`src/rtl/sid_write_sched.sv`:
```
// sid_write_sched: paces and arbitrates SID register writes from two buffered
// requesters (A = SPI host stream, B = register-dump player).
// Ports:
//   CLK, RST          12 MHz clock, asynchronous active-high reset
//   CLKen             1 MHz SID tick, one CLK wide
//   A_VALID/A_READY   port A request / FIFO not full; A_ADDR, A_DATA payload
//   B_VALID/B_READY   port B request / FIFO not full; B_ADDR, B_DATA payload
//   WR                one-CLK write strobe to the SID
//   ADDR, DATAW       last issued address/data, held until the next issue
//   GRANT             port of the last issued write (0 = A, 1 = B)
//   BUSY              a FIFO holds data or a write is being issued
module sid_write_sched #(
    parameter int unsigned DEPTH   = 4,
    parameter int unsigned MIN_GAP = 1
) (
    input  logic       CLK,
    input  logic       RST,
    input  logic       CLKen,
    input  logic       A_VALID,
    output logic       A_READY,
    input  logic [4:0] A_ADDR,
    input  logic [7:0] A_DATA,
    input  logic       B_VALID,
    output logic       B_READY,
    input  logic [4:0] B_ADDR,
    input  logic [7:0] B_DATA,
    output logic       WR,
    output logic [4:0] ADDR,
    output logic [7:0] DATAW,
    output logic       GRANT,
    output logic       BUSY
);

    localparam int unsigned AW = (DEPTH > 1) ? $clog2(DEPTH) : 1;
    localparam int unsigned PW = AW + 1;
    localparam int unsigned EW = 13;
    localparam int unsigned GW = 8;

    typedef enum logic {IDLE = 1'b0, ISSUE = 1'b1} state_t;

    state_t        state;
    logic [EW-1:0] mem_a [DEPTH];
    logic [EW-1:0] mem_b [DEPTH];
    logic [PW-1:0] wp_a, rp_a, wp_b, rp_b;
    logic [PW-1:0] wp_a_nxt, rp_a_nxt, wp_b_nxt, rp_b_nxt;
    logic [GW-1:0] gap;
    logic          empty_a, empty_b;
    logic          push_a, push_b, pop_a, pop_b;
    logic          pick, sel_b;
    logic [EW-1:0] head;

    // Extra pointer bit distinguishes full from empty when the low bits match.
    function automatic logic is_full(input logic [PW-1:0] wp, input logic [PW-1:0] rp);
        return (wp[PW-1] != rp[PW-1]) && (wp[AW-1:0] == rp[AW-1:0]);
    endfunction

    // Selection, pop/push qualification and next pointers.
    always_comb begin
        empty_a  = (wp_a == rp_a);
        empty_b  = (wp_b == rp_b);
        // READY is a registered !full, so a full FIFO refuses even while popped.
        push_a   = A_VALID && A_READY;
        push_b   = B_VALID && B_READY;
        pick     = (state == IDLE) && CLKen && (gap == '0) && (!empty_a || !empty_b);
        // Lone non-empty port wins; on a tie the port that did not go last wins.
        sel_b    = empty_a || (!empty_b && !GRANT);
        pop_a    = pick && !sel_b;
        pop_b    = pick && sel_b;
        wp_a_nxt = push_a ? wp_a + PW'(1) : wp_a;
        rp_a_nxt = pop_a  ? rp_a + PW'(1) : rp_a;
        wp_b_nxt = push_b ? wp_b + PW'(1) : wp_b;
        rp_b_nxt = pop_b  ? rp_b + PW'(1) : rp_b;
        head     = sel_b ? mem_b[rp_b[AW-1:0]] : mem_a[rp_a[AW-1:0]];
    end

    // FIFO storage; contents need no reset because the pointers define validity.
    always_ff @(posedge CLK) begin
        if (push_a) mem_a[wp_a[AW-1:0]] <= {A_ADDR, A_DATA};
        if (push_b) mem_b[wp_b[AW-1:0]] <= {B_ADDR, B_DATA};
    end

    // Scheduler FSM, pointers, gap counter and all registered outputs.
    always_ff @(posedge CLK or posedge RST) begin
        if (RST) begin
            state   <= IDLE;
            WR      <= 1'b0;
            ADDR    <= '0;
            DATAW   <= '0;
            GRANT   <= 1'b1;
            BUSY    <= 1'b0;
            A_READY <= 1'b1;
            B_READY <= 1'b1;
            gap     <= '0;
            wp_a    <= '0;
            rp_a    <= '0;
            wp_b    <= '0;
            rp_b    <= '0;
        end else begin
            wp_a    <= wp_a_nxt;
            rp_a    <= rp_a_nxt;
            wp_b    <= wp_b_nxt;
            rp_b    <= rp_b_nxt;
            A_READY <= !is_full(wp_a_nxt, rp_a_nxt);
            B_READY <= !is_full(wp_b_nxt, rp_b_nxt);
            BUSY    <= (wp_a_nxt != rp_a_nxt) || (wp_b_nxt != rp_b_nxt) || pick;
            // Ticks keep counting down in either state; a new issue reloads.
            if (CLKen && (gap != '0)) gap <= gap - GW'(1);
            case (state)
                IDLE: begin
                    WR <= 1'b0;
                    if (pick) begin
                        state <= ISSUE;
                        WR    <= 1'b1;
                        ADDR  <= head[EW-1:8];
                        DATAW <= head[7:0];
                        GRANT <= sel_b;
                        gap   <= GW'(MIN_GAP - 1);
                    end
                end
                ISSUE: begin
                    state <= IDLE;
                    WR    <= 1'b0;
                end
                default: begin
                    state <= IDLE;
                    WR    <= 1'b0;
                end
            endcase
        end
    end

endmodule

```
`config.mk`:
```
export PLATFORM = sky130hd
export DESIGN_NAME = sid_write_sched
export DESIGN_NICKNAME = d
export VERILOG_FILES = /design/src/rtl/sid_write_sched.sv
export SDC_FILE = /design/constraint.sdc
export NUM_CORES = 1
export LEC_CHECK = 0
export ABC_AREA = 1
export BUFFER_PORTS_ARGS = -buffer_cell sky130_fd_sc_hd__buf_2
export CAP_MARGIN = 5
export CORE_MARGIN = 3
export CORE_UTILIZATION = 54
export DETAILED_ROUTE_END_ITERATION = 7
export PLACE_DENSITY = 0.73
export SKIP_LAST_GASP = 1
export SLEW_MARGIN = 20
export SYNTH_ARGS = -nofsm -noshare
export SYNTH_HDL_FRONTEND = slang
export SYNTH_SLANG_ARGS = --single-unit
```
`constraint.sdc`:
```
create_clock -name CLK -period 2.02 [get_ports CLK]
set_clock_uncertainty 0.2 [all_clocks]
set_input_delay 0.404 -clock CLK [delete_from_list [all_inputs] [get_ports CLK]]
set_output_delay 0.404 -clock CLK [all_outputs]
set_load 0.1 [all_outputs]
```
Yosys cells after proc, flatten, opt, wreduce, memory -nomap -nowiden. Memories as Yosys holds them, arrays and structs flattened. Cells that the tools add are included. W data, S select, Z words.

Flip-flop bits (word level): 38. Bits in writable memories: 104. Input bits: 31. Output and inout bits: 18. Word-level logic and storage cells: 66. Memories kept: 2.

Memory list: mem_a (depth 4, bits a word 13, rd ports 1, clocked after Yosys merged registers in 0, write ports 1, RTL line 42) `logic [EW-1:0] mem_a [DEPTH];`; mem_b (depth 4, bits a word 13, rd ports 1, clocked after Yosys merged registers in 0, write ports 1, RTL line 43) `logic [EW-1:0] mem_b [DEPTH];`.

$add $sub $neg: 5. Eq/ne operators: 8. Muxes and demuxes: 14. Bitwise gates (word level): 1. Reduce and logical (&&, ||, !) cells: 24.

Operators with widths (count): $mux W8 (3); $mux W13 (1); $add A3 B1 Y3 const B (4); $mux W3 (4); $logic_and A1 B1 Y1 (11); $logic_not A8 Y1 (1); $reduce_bool A8 Y1 (1); $sub A8 B1 Y8 const B (1); $eq A3 B3 Y1 (2); $logic_not A1 Y1 (6); $ne A3 B3 Y1 (2); $mux W1 (5); $eq A2 B2 Y1 (2); $logic_or A1 B1 Y1 (4); $ne A1 B1 Y1 (2); $pmux W1 S2 (1); $reduce_and A2 Y1 (1); $not A1 Y1 (1).

Logic depth before layout (Yosys ltp).
Depth after elaboration: 10. Mapped depth: 14. Mapped depth without buffers: 14.

Worst setup path after synthesis. No wires, ideal clock.

Path type: register -> register. From: reg A_READY. To: mem mem_a[0][0] (enable). Library setup time: 382 ps. Data arrival time: 1704 ps. Data required time: 1438 ps. Setup slack: -266 ps. Cell stages (with the launch flop): 3. Path buffers: 0. Period minus slack after synthesis: 2286 ps. Cells stage by stage: dfstp_2 > nand2_1 > nor2_1.

Word-level cells in the longest chain between the ends: 3.

Ends and longest elaborated chain: from (decl) (RTL line 20) `output logic A_READY,`; from (signal assigned) (RTL line 103) `A_READY <= !is_full(wp_a_nxt, rp_a_nxt);`; $logic_and A1 B1 Y1 (RTL line 62) `push_a = A_VALID && A_READY;`; $mux W1 (RTL line 78) `if (push_a) mem_a[wp_a[AW-1:0]] <= {A_ADDR, A_DATA};`; $mux W1 (not written as such) (RTL line 78); to (decl) (RTL line 42).

No other way between the ends.

Final worst setup path.
From: reg gap[0]. To: reg BUSY.

Word-level cells in the longest chain between the ends: 8. Elaborated cells on any way between the ends: 11. Classes of those cells: eq/ne: 2; mux: 2; reduce/logical: 7.

Ends and longest elaborated chain: from (decl) (RTL line 46) `logic [GW-1:0] gap;`; from (signal assigned) (RTL line 107) `if (CLKen && (gap != '0)) gap <= gap - GW'(1);`; from (signal assigned) (RTL line 117) `gap <= GW'(MIN_GAP - 1);`; $logic_not A8 Y1 (RTL line 64) `pick = (state == IDLE) && CLKen && (gap == '0) && (!empty_a || !empty_b);`; $logic_and A1 B1 Y1 (2 in a row) (RTL line 64); $logic_and A1 B1 Y1 (RTL line 67) `pop_a = pick && !sel_b;`; $mux W3 (RTL line 70) `rp_a_nxt = pop_a ? rp_a + PW'(1) : rp_a;`; named net rp_a_nxt[2] (RTL line 45) `logic [PW-1:0] wp_a_nxt, rp_a_nxt, wp_b_nxt, rp_b_nxt;`; $ne A3 B3 Y1 (RTL line 105) `BUSY <= (wp_a_nxt != rp_a_nxt) || (wp_b_nxt != rp_b_nxt) || pick;`; $logic_or A1 B1 Y1 (2 in a row) (RTL line 105); to (signal assigned) (RTL line 105); to (decl) (RTL line 31) `output logic BUSY`.

The timed path passes the listed nets, and every way through them passes these cells. A chain may end at the register's enable or synchronous reset.

==> results.cfg <==
[setup_path]
cpPeakStageDelay_ps = 400
crit_top_cell = nand2_1
rr_worst_depth = 14
r2r_start = gap[0]
worstSetupStartpoint = gap[0]
cp_slowest_cell = dfrtp_1
rr_endpoint = BUSY
path_buf_inv = 2
path_depth = 14
rrSetupSlack_ps = -10
startpoint_type = register
critical_path_required_ps = 2240
path_delay_family = simple AND/OR/NAND/NOR gates
cp_max_fo = 3
cp_cell_sequence = inv_2 -> ha_4 -> nand3_4 -> nor2_4 -> nand3_2 -> buf_4 -> nor2_4 -> nand2_1 -> nand2_2 -> nand2_2 -> nand2_1 -> nand2_1 -> nor2_1 -> nand2_1
crit_type = reg2reg
end_kind = register
crit_arrival_ps = 2250

[sta]
setup_viol = 1
setup_slack_ps = -12.0
rsz0062_at_grt = true
worst-slew-pin-transition_ps = 520
max-slew-margin-rel_pct = 65.3
period_share_pct = 101
finalMaxSlewViolations = 0
timing.final.crit_period_ps = 2030
max_freq_mhz = 492
finalHoldViolations = 0

[logic_synthesis]
ys_seq_area_share_pct = 68.2
yosys.area.top_type_share_pct = 52.3
synth_area_leaders = edfxtp_1, dfrtp_1, nand2_1
yosys.area.top_type = edfxtp_1
synth_cell_types = 29
ys_ff_latch = 142
avgSynthCellArea_sq_um = 11.5
syn_nets = 563
yosys_warnings = 0
postSynthCellCount = 520
synth_area_sq_um = 5980

[cells_and_area]
nFillCells = 675
multi_input_area_sq_um = 1790
num_antenna_cells = 0
regArea_sq_um = 4090
drive_gt1_share_pct = 26.7
syn_to_final_growth_pct = 30.5
final_nets = 689
stdcell_area_sq_um = 7800
post-route-util_pct = 73.9

[die]
dieArea_sq_um = 12400
die_height_microns = 111
ios = 49
floorplan.initialDensity_pct = 56.6
core_area_sq_um = 10600
die_w_microns = 111
num_rows = 37

[detailed_routing]
detail_route.iter0.violations = 365
drt_first_pass_iters = 6
wl_per_cell_microns = 16.9
drc = 0
finalWirelength_microns = 13400
vias = 4297
ant_nets = 0
vias_per_cell = 5.41

[min_path]
hold_class = in2reg
whs_path_depth = 3
hold_path_end = wp_a[2]
hp-start = A_VALID

[placement]
io_buffers = 48
place.gp.congestion = 0.869
preCtsSetupSlack_ps = -117
dp_hpwl_microns = 8400
placed_area_sq_um = 6690

[grt]
grt_first_pass_wirelength_microns = 21300
grt_start_max_net_pins = 39
grt_overflow = 0
grt_pass1_vias = 4301
track_usage_pct = 22.5
antenna_found_initial = 0

[clock_network]
path_clk_slew_ps = 60
cts_made_buffers = 17
cts_tree = yes
cts_max_level = 4
tritoncts_num_sinks = 142
clock_latency_ps = 530
clockBufferDepth = 2
root_buffer = clkbuf_8

[power_and_ir_drop]
swShare_pct = 28.1
p_sw_mw = 2.51
p_int_mw = 6.45
p_total_mw = 8.96
power.share.clock_pct = 36.0
power_density_nw_per_um2 = 1150
vdd_drop_max_mv = 0.788
combPwrFrac_pct = 20.4
p_leak_nw = 3.25
seqPwrFrac_pct = 43.7

[status]
status = complete, but fails checks
violations = negative setup slack

[job]
cap_violations = 0
layout make-up:
| class | instances | share of cell area, % |
|---|---|---|
| flip-flops and latches | 142 | 52.5 |
| multi-input cells | 309 | 22.9 |
| repair buffers | 125 | 12.1 |
| clock buffers | 19 | 5.54 |
| inverters | 51 | 2.46 |
| clock inverters | 13 | 2.34 |
| well taps | 136 | 2.18 |
sequential cells by signal, indices dropped and copies added, names as in the netlist:
name     count
DATAW        8
wp_b         3
rp_b         3
rp_a         3
BUSY         1
mem_b       52
ADDR         5
A_READY      1
B_READY      1
mem_a       52
state        1
GRANT        1
gap          8
wp_a         3
tightest hold or removal path, stage by stage:
cell,delay [ps]
buf_2,110
nand3_1,110
xor2_1,110
placed cells by master, fill, tap and decap left out, types with 10 or more instances in the layout:
cell           netlist  routed
o21ai_0             30      30
dfrtp_1             35      34
ha_1                12      11
nand3_1             31      26
inv_1               49      46
clkbuf_16            0      16
dlygate4sd3_1        0      27
nand2_1            112     107
a21oi_1             26      26
edfxtp_1           104     104
buf_4                0      47
buf_2                3      44
nor2_1              40      32
o22ai_1             13      13
xor2_1              10      10
power by group through the flow:
stage	Combinational (mW)	Clock [mW]	Sequential, mW
after CTS	1.75	3.27	3.91
after global routing	2.03	3.40	3.96
after detailed placement	1.66	0	3.95
after global placement	1.62	0	3.93
after floorplan	0.912	0	4.07
final	1.82	3.22	3.92
kinds of logic (layout without fill, tap and decap cells):
logic type               Yosys count  in the layout  synth area share (%)
AO/OA/AOI/OAI                     84             84                  8.23
adder cells (fa/ha/maj)           12             12                  2.51
AND/OR/NAND/NOR                  199            199                  14.2
flip-flops                       142            142                  68.2
XOR/XNOR                          14             14                  2.05
buffers and inverters             69            208                  4.77
timing repair:
| action | 4_1_cts | 5_1_grt |
|---|---|---|
| hold buffers | 27 | 0 |
| gates resized for setup | 16 | 36 |
| pin swaps | 3 | 16 |
| hold endpoints to repair | 139 | 0 |
| buffers inserted | 1 | 5 |
| setup endpoints to repair | 17 | 21 |
Yosys cell counts:
library cell    n
a211oi_1        1
a21oi_1        26
a22oi_1         1
a32o_1          1
buf_2           3
buf_6           3
clkbuf_1       12
dfrtp_1        35
dfstp_2         3
edfxtp_1      104
ha_1           12
inv_1          49
inv_2           2
nand2_1       112
nand2_2         5
nand2_4         1
nand3_1        31
nand3_2         1
nand3_4         1
nand4_1         3
nor2_1         40
nor2_2          3
nor2_4          1
nor3_1          1
o21ai_0        30
o22ai_1        13
o311ai_0       12
xnor2_1         4
xor2_1         10
worst max path at each step:
| stage | end | slack [ps] |
|---|---|---|
| floorplan | mem_a[0][0] | 40 |
| global placement | BUSY | 30 |
| detailed placement | DATAW[1] | -120 |
| CTS | B_READY | -40 |
| global route | BUSY | -160 |
| finish | BUSY | -10 |
layer usage:
metal / GRT usage, % / up-vias / wire length (microns)
li1: - / 2046 / -
met5: 0 / - / 0
met4: 11.4 / 0 / 358
met3: 5.95 / 25 / 681
met1: 27.5 / 2091 / 5550
met2: 36.9 / 135 / 6830
through the flow:
stage                     TNS (ps)  hold slack [ps]  instances
after floorplan                  0              292        520
after global placement           0              290        730
after detailed placement      -431              314        730
after CTS                    -43.1             24.4        790
after global routing          -648             74.7        795
final                        -12.0             55.8        795
Power figures use the tool's default switching activity.
